==> src/rtl/simd_addsub_pipe.sv <==
// Two-stage packed-lane SIMD adder/subtractor (1x, 2x or 4x lanes) with per-lane flags.
// Optional lane saturation is compiled in with the ADDSUB_SATURATE_EN macro.
module simd_addsub_pipe #(
    parameter int WIDTH = 32
) (
    input  logic             CLK,
    input  logic             RESET_N,
    input  logic             IN_VALID,
    output logic             IN_READY,
    input  logic [WIDTH-1:0] A,
    input  logic [WIDTH-1:0] B,
    input  logic             SUB,
    input  logic [1:0]       MODE,
    input  logic             SAT,
    output logic             OUT_VALID,
    input  logic             OUT_READY,
    output logic [WIDTH-1:0] S,
    output logic [3:0]       OVF,
    output logic [3:0]       NEG,
    output logic [3:0]       CO
);

    localparam int NSEG  = 4;
    localparam int SEG_W = WIDTH / NSEG;

    typedef logic [SEG_W:0] seg_sum_t;
    typedef enum logic [1:0] {
        MODE_1X   = 2'b00,
        MODE_2X   = 2'b01,
        MODE_4X   = 2'b10,
        MODE_RSVD = 2'b11
    } mode_e;

    // Lane geometry: which segments open a lane, close a lane, and which lane they belong to.
    function automatic logic seg_start(input mode_e m, input int k);
        case (m)
            MODE_4X: return 1'b1;
            MODE_2X: return (k % 2) == 0;
            default: return k == 0;
        endcase
    endfunction

    function automatic logic seg_top(input mode_e m, input int k);
        case (m)
            MODE_4X: return 1'b1;
            MODE_2X: return (k % 2) == 1;
            default: return k == NSEG - 1;
        endcase
    endfunction

    function automatic logic [1:0] seg_lane(input mode_e m, input int k);
        case (m)
            MODE_4X: return 2'(k);
            MODE_2X: return 2'(k / 2);
            default: return 2'd0;
        endcase
    endfunction

    logic w_adv;
    logic w_accept;

    assign w_adv    = ~OUT_VALID | OUT_READY;
    assign IN_READY = w_adv;
    assign w_accept = IN_VALID & w_adv;

    // Stage 1: per-segment sums for both possible carry-ins.
    logic [WIDTH-1:0] w_bop;
    seg_sum_t         w_sum0 [NSEG];
    seg_sum_t         w_sum1 [NSEG];
    logic [NSEG-1:0]  w_a_msb;
    logic [NSEG-1:0]  w_b_msb;

    // NOTE: every variable in an always_comb gets a value on every path, otherwise a latch is inferred.
    always_comb begin
        w_bop = SUB ? ~B : B;
        for (int k = 0; k < NSEG; k++) begin
            w_sum0[k]  = {1'b0, A[k*SEG_W +: SEG_W]} + {1'b0, w_bop[k*SEG_W +: SEG_W]};
            w_sum1[k]  = {1'b0, A[k*SEG_W +: SEG_W]} + {1'b0, w_bop[k*SEG_W +: SEG_W]} + seg_sum_t'(1);
            w_a_msb[k] = A[k*SEG_W + SEG_W - 1];
            w_b_msb[k] = w_bop[k*SEG_W + SEG_W - 1];
        end
    end

    logic            r_s1_valid;
    seg_sum_t        r_sum0 [NSEG];
    seg_sum_t        r_sum1 [NSEG];
    logic [NSEG-1:0] r_a_msb;
    logic [NSEG-1:0] r_b_msb;
    logic            r_sub;
    mode_e           r_mode;
`ifdef ADDSUB_SATURATE_EN
    logic            r_sat;
`else
    logic            w_sat_unused;
    assign w_sat_unused = SAT;
`endif

    // NOTE: sequential state uses non-blocking assignments only, so every flop samples pre-edge values.
    always_ff @(posedge CLK or negedge RESET_N) begin
        if (!RESET_N) begin
            r_s1_valid <= 1'b0;
            r_a_msb    <= '0;
            r_b_msb    <= '0;
            r_sub      <= 1'b0;
            r_mode     <= MODE_1X;
`ifdef ADDSUB_SATURATE_EN
            r_sat      <= 1'b0;
`endif
            // NOTE: the sum arrays are plain flops, not RAM, so they are reset with the rest.
            for (int k = 0; k < NSEG; k++) begin
                r_sum0[k] <= '0;
                r_sum1[k] <= '0;
            end
        end else begin
            if (w_adv) begin
                r_s1_valid <= IN_VALID;
            end
            if (w_accept) begin
                r_sum0  <= w_sum0;
                r_sum1  <= w_sum1;
                r_a_msb <= w_a_msb;
                r_b_msb <= w_b_msb;
                r_sub   <= SUB;
                r_mode  <= (MODE == MODE_RSVD) ? MODE_1X : mode_e'(MODE);
`ifdef ADDSUB_SATURATE_EN
                r_sat   <= SAT;
`endif
            end
        end
    end

    // Stage 2: carry-select ripple, restarted with SUB at every lane boundary.
    logic [WIDTH-1:0] w_sum;
    logic [WIDTH-1:0] w_s_next;
    logic [NSEG-1:0]  w_cout;
    logic [NSEG-1:0]  w_seg_ovf;
    logic [3:0]       w_ovf;
    logic [3:0]       w_neg;
    logic [3:0]       w_co;

    always_comb begin
        logic     carry;
        seg_sum_t sel;
        logic [1:0] lane;
        carry     = r_sub;
        w_sum     = '0;
        w_cout    = '0;
        w_seg_ovf = '0;
        w_ovf     = '0;
        w_neg     = '0;
        w_co      = '0;
        for (int k = 0; k < NSEG; k++) begin
            if (seg_start(r_mode, k)) begin
                carry = r_sub;
            end
            sel                      = carry ? r_sum1[k] : r_sum0[k];
            w_sum[k*SEG_W +: SEG_W]  = sel[SEG_W-1:0];
            w_cout[k]                = sel[SEG_W];
            // Carry into the segment msb recovered from sum ^ a ^ b at that bit.
            w_seg_ovf[k]             = sel[SEG_W-1] ^ r_a_msb[k] ^ r_b_msb[k] ^ sel[SEG_W];
            carry                    = sel[SEG_W];
        end
        for (int k = 0; k < NSEG; k++) begin
            if (seg_top(r_mode, k)) begin
                lane        = seg_lane(r_mode, k);
                w_ovf[lane] = w_seg_ovf[k];
                w_co[lane]  = w_cout[k];
                w_neg[lane] = w_seg_ovf[k] ^ w_sum[k*SEG_W + SEG_W - 1];
            end
        end
        w_s_next = w_sum;
`ifdef ADDSUB_SATURATE_EN
        for (int k = 0; k < NSEG; k++) begin
            lane = seg_lane(r_mode, k);
            if (r_sat && w_ovf[lane]) begin
                if (seg_top(r_mode, k)) begin
                    w_s_next[k*SEG_W +: SEG_W] = {w_neg[lane], {(SEG_W-1){~w_neg[lane]}}};
                end else begin
                    w_s_next[k*SEG_W +: SEG_W] = {SEG_W{~w_neg[lane]}};
                end
            end
        end
`endif
    end

    always_ff @(posedge CLK or negedge RESET_N) begin
        if (!RESET_N) begin
            OUT_VALID <= 1'b0;
            S         <= '0;
            OVF       <= '0;
            NEG       <= '0;
            CO        <= '0;
        end else if (w_adv) begin
            OUT_VALID <= r_s1_valid;
            if (r_s1_valid) begin
                S   <= w_s_next;
                OVF <= w_ovf;
                NEG <= w_neg;
                CO  <= w_co;
            end
        end
    end

endmodule

==> config.mk <==
export PLATFORM = sky130hd
export DESIGN_NAME = simd_addsub_pipe
export DESIGN_NICKNAME = d
export VERILOG_FILES = /design/src/rtl/simd_addsub_pipe.sv
export SDC_FILE = /design/constraint.sdc
export NUM_CORES = 1
export LEC_CHECK = 0
export BUFFER_PORTS_ARGS = -buffer_cell sky130_fd_sc_hd__buf_2
export CORE_MARGIN = 8
export CORE_UTILIZATION = 35
export CTS_BUF_LIST = sky130_fd_sc_hd__clkbuf_8
export DETAILED_ROUTE_END_ITERATION = 10
export PLACE_DENSITY_LB_ADDON = 0.08
export SLEW_MARGIN = 20
export SYNTH_ARGS = -nofsm -noshare
export SYNTH_HDL_FRONTEND = slang
export SYNTH_SLANG_ARGS = --single-unit
==> constraint.sdc <==
create_clock -name CLK -period 3.15 [get_ports CLK]
set_clock_uncertainty 0.05 [all_clocks]
set_input_delay 0.315 -clock CLK [delete_from_list [all_inputs] [get_ports CLK]]
set_output_delay 0.315 -clock CLK [all_outputs]
set_load 0.005 [all_outputs]
Yosys cells after proc, flatten, opt, wreduce, memory -nomap -nowiden
Index checks and enable logic that the tools add are counted.
Word-level totals
  register bits: 129
  input bits: 72
  output and inout bits: 46
Operators by class
  add/sub/neg operators: 8
  $lt $le $gt $ge: 8
  equality and inequality tests: 3
  muxes and demuxes: 43
  bitwise operators: 23
  reductions and logical operators: 6
Operators with widths (count)
  adder 8 x 8 -> 9 bit: 4
  adder 9 x 1 -> 9 bit (second input constant): 4
  bitwise mux 4 bit: 9
  2-to-1 mux 4 bit: 9
  2-to-1 mux 9 bit: 4
  2-to-1 mux 32 bit: 1
  NOT 32 bit: 1
  bitwise XOR 1 bit: 16
  bitwise AND 4 bit: 3
  < comparator 2 x 3 -> 1 bit (second input constant): 4
  2-to-1 mux 1 bit: 10
  demux 1 bit (select 2 bit): 4
  greater-or-equal comparator 2 x 1 -> 1 bit (second input constant): 4
  2-to-1 mux 2 bit: 4
  one-hot mux 2 bit (2 select lines): 2
  == test 2 bit (second input constant): 2
  logical AND 1 bit: 4
  == test 2 x 1 -> 1 bit (second input constant): 1
  AND reduction 2 bit: 1
  OR reduction 2 bit: 1
  bitwise AND 1 bit: 1
  NOT 1 bit: 1
  OR 1 bit: 1

Logic depth before layout (Yosys ltp)
  depth after elaboration: 14
  gate-level depth with buffers: 15
  gate-level depth less buffers: 12

Worst setup path before layout
Ideal clock, no wire load.
  kind: in2reg
  from: input port SUB
  to: register r_sum1[26] (netlist name)
  library setup time: 129 ps
  arrival: 3358 ps
  data required time: 2971 ps
  slack: -387 ps
  cell stages on the path: 13
  buffers on the path: 3
  path through: clkbuf_1 -> buf_2 -> buf_1 -> xor2_1 -> ha_1 -> inv_1 -> fa_1 -> or3_1 -> a311oi_1 -> nand3_1 -> nor3_1 -> xnor2_1 -> o21ai_1
On the way
  cells in the longest elaborated chain, start to end: 3
RTL lines
  start: declaration: RTL line 12  | input logic SUB,
  2-to-1 mux 32 bit: RTL line 75  | w_bop = SUB ? ~B : B;
  adder 8 x 8 -> 9 bit: RTL line 78  | w_sum1[k] = {1'b0, A[k*SEG_W +: SEG_W]} + {1'b0, w_bop[k*SEG_W +: SEG_W]} + seg_sum_t'(1);
  adder 9 x 1 -> 9 bit: RTL line 78
  end signal: assignment: RTL line 120  | r_sum1 <= w_sum1;
  end: declaration: RTL line 86  | seg_sum_t r_sum1 [NSEG];
Every way passes these cells.
A chain may end at the register's enable or synchronous reset.

Worst setup path in the final report
  from: register r_mode[0]
  to: register CO[2]
On the way
  cells in the longest elaborated chain, start to end: 12
  elaborated cells between the ends (all ways): 37
  classes of those cells: order compare (6); eq/ne (2); mux (25); reduce/logical (4)
RTL lines
  start: declaration: RTL line 90  | mode_e r_mode;
  start signal: assignment: RTL line 124  | r_mode <= (MODE == MODE_RSVD) ? MODE_1X : mode_e'(MODE);
  == test 2 bit: RTL line 36, 44, 52
  2-to-1 mux 1 bit: RTL line 36, 44, 52
  2-to-1 mux 2 bit: RTL line 164  | if (seg_top(r_mode, k)) begin
  < comparator 2 x 3 -> 1 bit (implied by the code) / greater-or-equal comparator 2 x 1 -> 1 bit (equally long branches): RTL line 167  | w_co[lane] = w_cout[k];
  logical AND 1 bit (implied by the code): RTL line 167
  2-to-1 mux 1 bit (implied by the code): RTL line 167
  demux 1 bit (select 2 bit): RTL line 167
  bitwise mux 4 bit: RTL line 167
  2-to-1 mux 4 bit: RTL line 164
  bitwise mux 4 bit: RTL line 167
  2-to-1 mux 4 bit: RTL line 164
  bitwise mux 4 bit (*): RTL line 167
  end signal: assignment: RTL line 199  | CO <= w_co;
  end: declaration: RTL line 20  | output logic [3:0] CO
Mark *: on every way between the ends. The rest lies on a longest branch, timed or not. The select of a mux whose other input is x is not followed.

==> out/qor.tcl <==
set qor(status) {complete, no violations}
set qor(sequential_cell_area_um2) 3230
set qor(period_needed_ps) 2670
set qor(crit-reg2reg-launch) {r_mode[0]}
set qor(worst_setup_sp_type) {flop}
set qor(gpl.final_weighted_congestion) 0.776
set qor(grt_pass1_vias) 6010
set qor(numClockSinks) 129
set qor(wl_per_cell_um) 14.9
set qor(post-route-period-util) 0.849
set qor(post_layout_utilization_of_the_core) 0.418
set qor(hold_class) {input pin to flop}
set qor(ioPinCount) 118
set qor(antenna_violating_nets_post_route) 0
set qor(number_of_drc_markers_after_the_initial_detailed_route_iteration) 172
set qor(holdCritStartpoint) {A[23]}
set qor(cp_launch_point) {r_mode[0]}
set qor(synth.mux.area_fraction) 0.103
set qor(static_leakage_nw) 4.29
set qor(rsz0062_at_grt) {no}
set qor(fmaxAchievable_mhz) 374
set qor(die_outline_height_um) 164
set qor(max-clock-path-buffers) 2
set qor(crit_path_cell_trace) {inv_1 > ha_1 > buf_4 > nor4b_1 > a221o_1 > o21bai_2 > a31oi_4 > mux2i_2 > o221ai_1 > o21a_1}
set qor(post-route-cell-area_um2) 9060
set qor(dieArea_um2) 27000
set qor(synth_compound_gate_area_share) 0.134
set qor(diodes) 0
set qor(yosysWarnings) 0
set qor(cts-resized-gates) 0
set qor(design.final.nets) 1013
set qor(antenna_violations_before_repair) 0
set qor(synth_top_cell_by_area) {sky130_fd_sc_hd__dfrtp_1}
set qor(yosys_register_bits) 129
set qor(ys_top_cells_by_area) {sky130_fd_sc_hd__dfrtp_1 42%, sky130_fd_sc_hd__ha_1 7.6%, sky130_fd_sc_hd__xor2_1 6.8%}
set qor(timing.critical_path.to_type) {flop}
set qor(cts_tree) {done}
set qor(clkSlewWorstSetupHoldPaths_ps) 80
set qor(initial_utilization) 0.355
set qor(synthToLayoutAreaGrowth_pct) 17.7
set qor(area_share_of_fa_ha_maj_cells_after_synthesis) 0.0867
set qor(powerDensity_nw_per_um2) 709
set qor(worst_ep_arrival_time_ps) 2950
set qor(synth_async_sr_flop_share) 1.00
set qor(synth_area_um2) 7700
set qor(placed_cell_area_um2) 8700
set qor(synth-edff-count) 0
set qor(worstPathRequired_ps) 3430
set qor(drt-vias-per-instance) 4.81
set qor(groute.usage.overall) 0.136
set qor(die_outline_width_um) 164
set qor(critical-path-max-stage-delay_ps) 470
set qor(io_buffers) 116
set qor(totalPowerFinal_mw) 6.43
set qor(largest_fanout_of_any_net_on_the_critical_path) 12
set qor(firstDrtPassIters) 5
set qor(grt_overflow_total) 0
set qor(cts_buffers) 17
set qor(worst_ir_drop_vdd_mv) 0.258
set qor(timing.max_slew.rel_slack) 0.435
set qor(synth_xor_xnor_area_share) 0.115
set qor(detailroute.via_count) 5691
set qor(count_of_final_hold_check_violations) 0
set qor(tns_ps) 0
set qor(yosys.area.top_type_share) 0.419
set qor(placement_rows) 54
set qor(htree_num_levels) 4
set qor(ys_seq_area_frac) 0.419
set qor(max_cap_viol_count) 0
set qor(post_synthesis_cell_count) 767
set qor(synth-simple-area-share) 0.113
set qor(placed_cells_incl_taps) 1150
set qor(number_of_fillers_in_the_final_layout) 2202
set qor(first_pass_grt_wire_length_um) 29400
set qor(finalMaxSlewViolations) 0
set qor(drcViolationCount) 0
set qor(syn_area_per_cell_um2) 10.0
set qor(yosys.cell_types.count) 64
set qor(multi_input_area_um2) 4260
set qor(worst-setup-path-type) {flop to flop}
set qor(worst_skew_pair.late_latency_ps) 430
set qor(synth_nets) 890
set qor(timing.final.setup_violations) 0
set qor(synth_ff_type) {sky130_fd_sc_hd__dfrtp_1}
set qor(finish.cell_count_without_fillers) 1183
set qor(drive_gt1_frac) 0.240
set qor(finalWirelength_um) 17600
set qor(slowest_stage) {sky130_fd_sc_hd__mux2i_2}
set qor(worst-slew-pin-transition_ps) 842
set qor(grt_start_max_net_pins) 133
set qor(core_region_area_um2) 21700
set qor(hpwlAfterDp_um) 13400
set qor(root_buffer) {sky130_fd_sc_hd__clkbuf_8}
set qor(dominant_combinational_cell_family_by_area_after_synthesis) {compound AO/OA/AOI/OAI gates}
[state kept, by name (all words and copies together), names as in the netlist]
register,count
OUT_VALID,1
r_b_msb,4
CO,4
r_s1_valid,1
NEG,4
r_sum0,36
r_mode,2
r_sum1,36
S,32
OVF,4
r_a_msb,4
r_sub,1
[cell families after synthesis]
| kind of cell | count (synthesis) |
|---|---|
| AND/OR/NAND/NOR | 190 |
| AO/OA/AOI/OAI | 168 |
| flip-flops | 129 |
| XOR/XNOR | 100 |
| multiplexers | 73 |
| buffers and inverters | 56 |
| adder cells (fa/ha/maj) | 51 |
[final timing paths]
kind | slack, ps | end | depth (start not counted)
worst max-delay path | 480 | CO[2] | 10
worst min-delay path | 90 | r_a_msb[2] | 2
worst max register to register | 480 | CO[2] | 10
worst min register to register | 430 | S[13] | 2
max in group asynchronous | 1790 | S[23] | 3
min in group asynchronous | 430 | r_sum0[28] | 2
[per-layer routing]
metal  track usage  up-vias  part of all wire
met5             0        -                 0
met4        0.0421        0             0.012
met3        0.0303       15             0.041
met2         0.224       88              0.47
met1         0.173     2679              0.48
li1              -     2909                 -
[cells in the final DEF (no fill, tap or decap), drive strengths merged, types with 8 or more instances in the layout]
cell type / Yosys / final
buf: 16 / 139
dfrtp: 129 / 129
nand2: 117 / 117
o21ai: 94 / 94
xor2: 60 / 60
ha: 47 / 47
xnor2: 40 / 40
mux2i: 37 / 37
mux2: 36 / 36
a21oi: 24 / 24
inv: 20 / 24
clkbuf: 20 / 18
nor2: 14 / 14
nand3: 14 / 14
a21o: 8 / 8
[repair_timing]
action / CTS / global route
hold buffers: 1 / 0
setup buffers: 0 / 0
endpoints found under the hold margin: 54 / 0
setup endpoints to repair: 0 / 0
[layout make-up]
class / count / area share
multi-input combinational: 582 / 0.470
sequential: 129 / 0.356
timing repair buffer: 140 / 0.0886
tap: 280 / 0.0387
clock buffer: 18 / 0.0273
clock inverter: 14 / 0.0113
inverter: 20 / 0.00828
[critical path, delay by kind of cell, from the launching register on]
family,cells,cell delay [ps]
AOI/OAI and AO/OA,5,1080
adders and majority gates,1,210
buffers and inverters,2,280
DFF,1,400
muxes,1,470
and+or+nand+nor,1,60
[synthesized netlist by cell type (3+ instances only)]
master                       n
sky130_fd_sc_hd__o31ai_1     3
sky130_fd_sc_hd__or3_1       3
sky130_fd_sc_hd__nand3b_1    3
sky130_fd_sc_hd__o211ai_1    4
sky130_fd_sc_hd__and2_1      4
sky130_fd_sc_hd__mux2i_1    35
sky130_fd_sc_hd__dfrtp_1   129
sky130_fd_sc_hd__nor3b_1     3
sky130_fd_sc_hd__nor2_1     14
sky130_fd_sc_hd__and3_1      7
sky130_fd_sc_hd__o21ai_0    77
sky130_fd_sc_hd__nand2_1   116
sky130_fd_sc_hd__fa_1        4
sky130_fd_sc_hd__nand3_1    14
sky130_fd_sc_hd__a31oi_1     4
sky130_fd_sc_hd__xor2_1     60
sky130_fd_sc_hd__buf_1       9
sky130_fd_sc_hd__ha_1       47
sky130_fd_sc_hd__inv_1      20
sky130_fd_sc_hd__buf_2       4
sky130_fd_sc_hd__o21ai_1    17
sky130_fd_sc_hd__nor2b_1     3
sky130_fd_sc_hd__nor3_1      4
sky130_fd_sc_hd__clkbuf_1   20
sky130_fd_sc_hd__o21bai_1    3
sky130_fd_sc_hd__a21oi_1    24
sky130_fd_sc_hd__a211oi_1    4
sky130_fd_sc_hd__xnor2_1    39
sky130_fd_sc_hd__mux2_2     35
sky130_fd_sc_hd__a311oi_1    3
sky130_fd_sc_hd__nand2b_1    6
sky130_fd_sc_hd__a21o_1      8
[where the power goes]
| part | internal [mW] | leakage, nW | switching [mW] |
|---|---|---|---|
| Combinational | 1.21 | 2.52 | 1.34 |
| Clock | 0.627 | 0.193 | 0.652 |
| Sequential | 2.25 | 1.58 | 0.353 |
| Total | 4.08 | 4.29 | 2.35 |
[per-stage QoR]
step                      setup slack [ps]  hold WS (ps)
after floorplan                      -15.2         -30.6
after global placement                 173           378
after detailed placement              85.6           386
after CTS                              453          57.9
after global routing                   290          64.9
final                                  476          89.7
No activity file was read; power rests on OpenSTA's default activity.
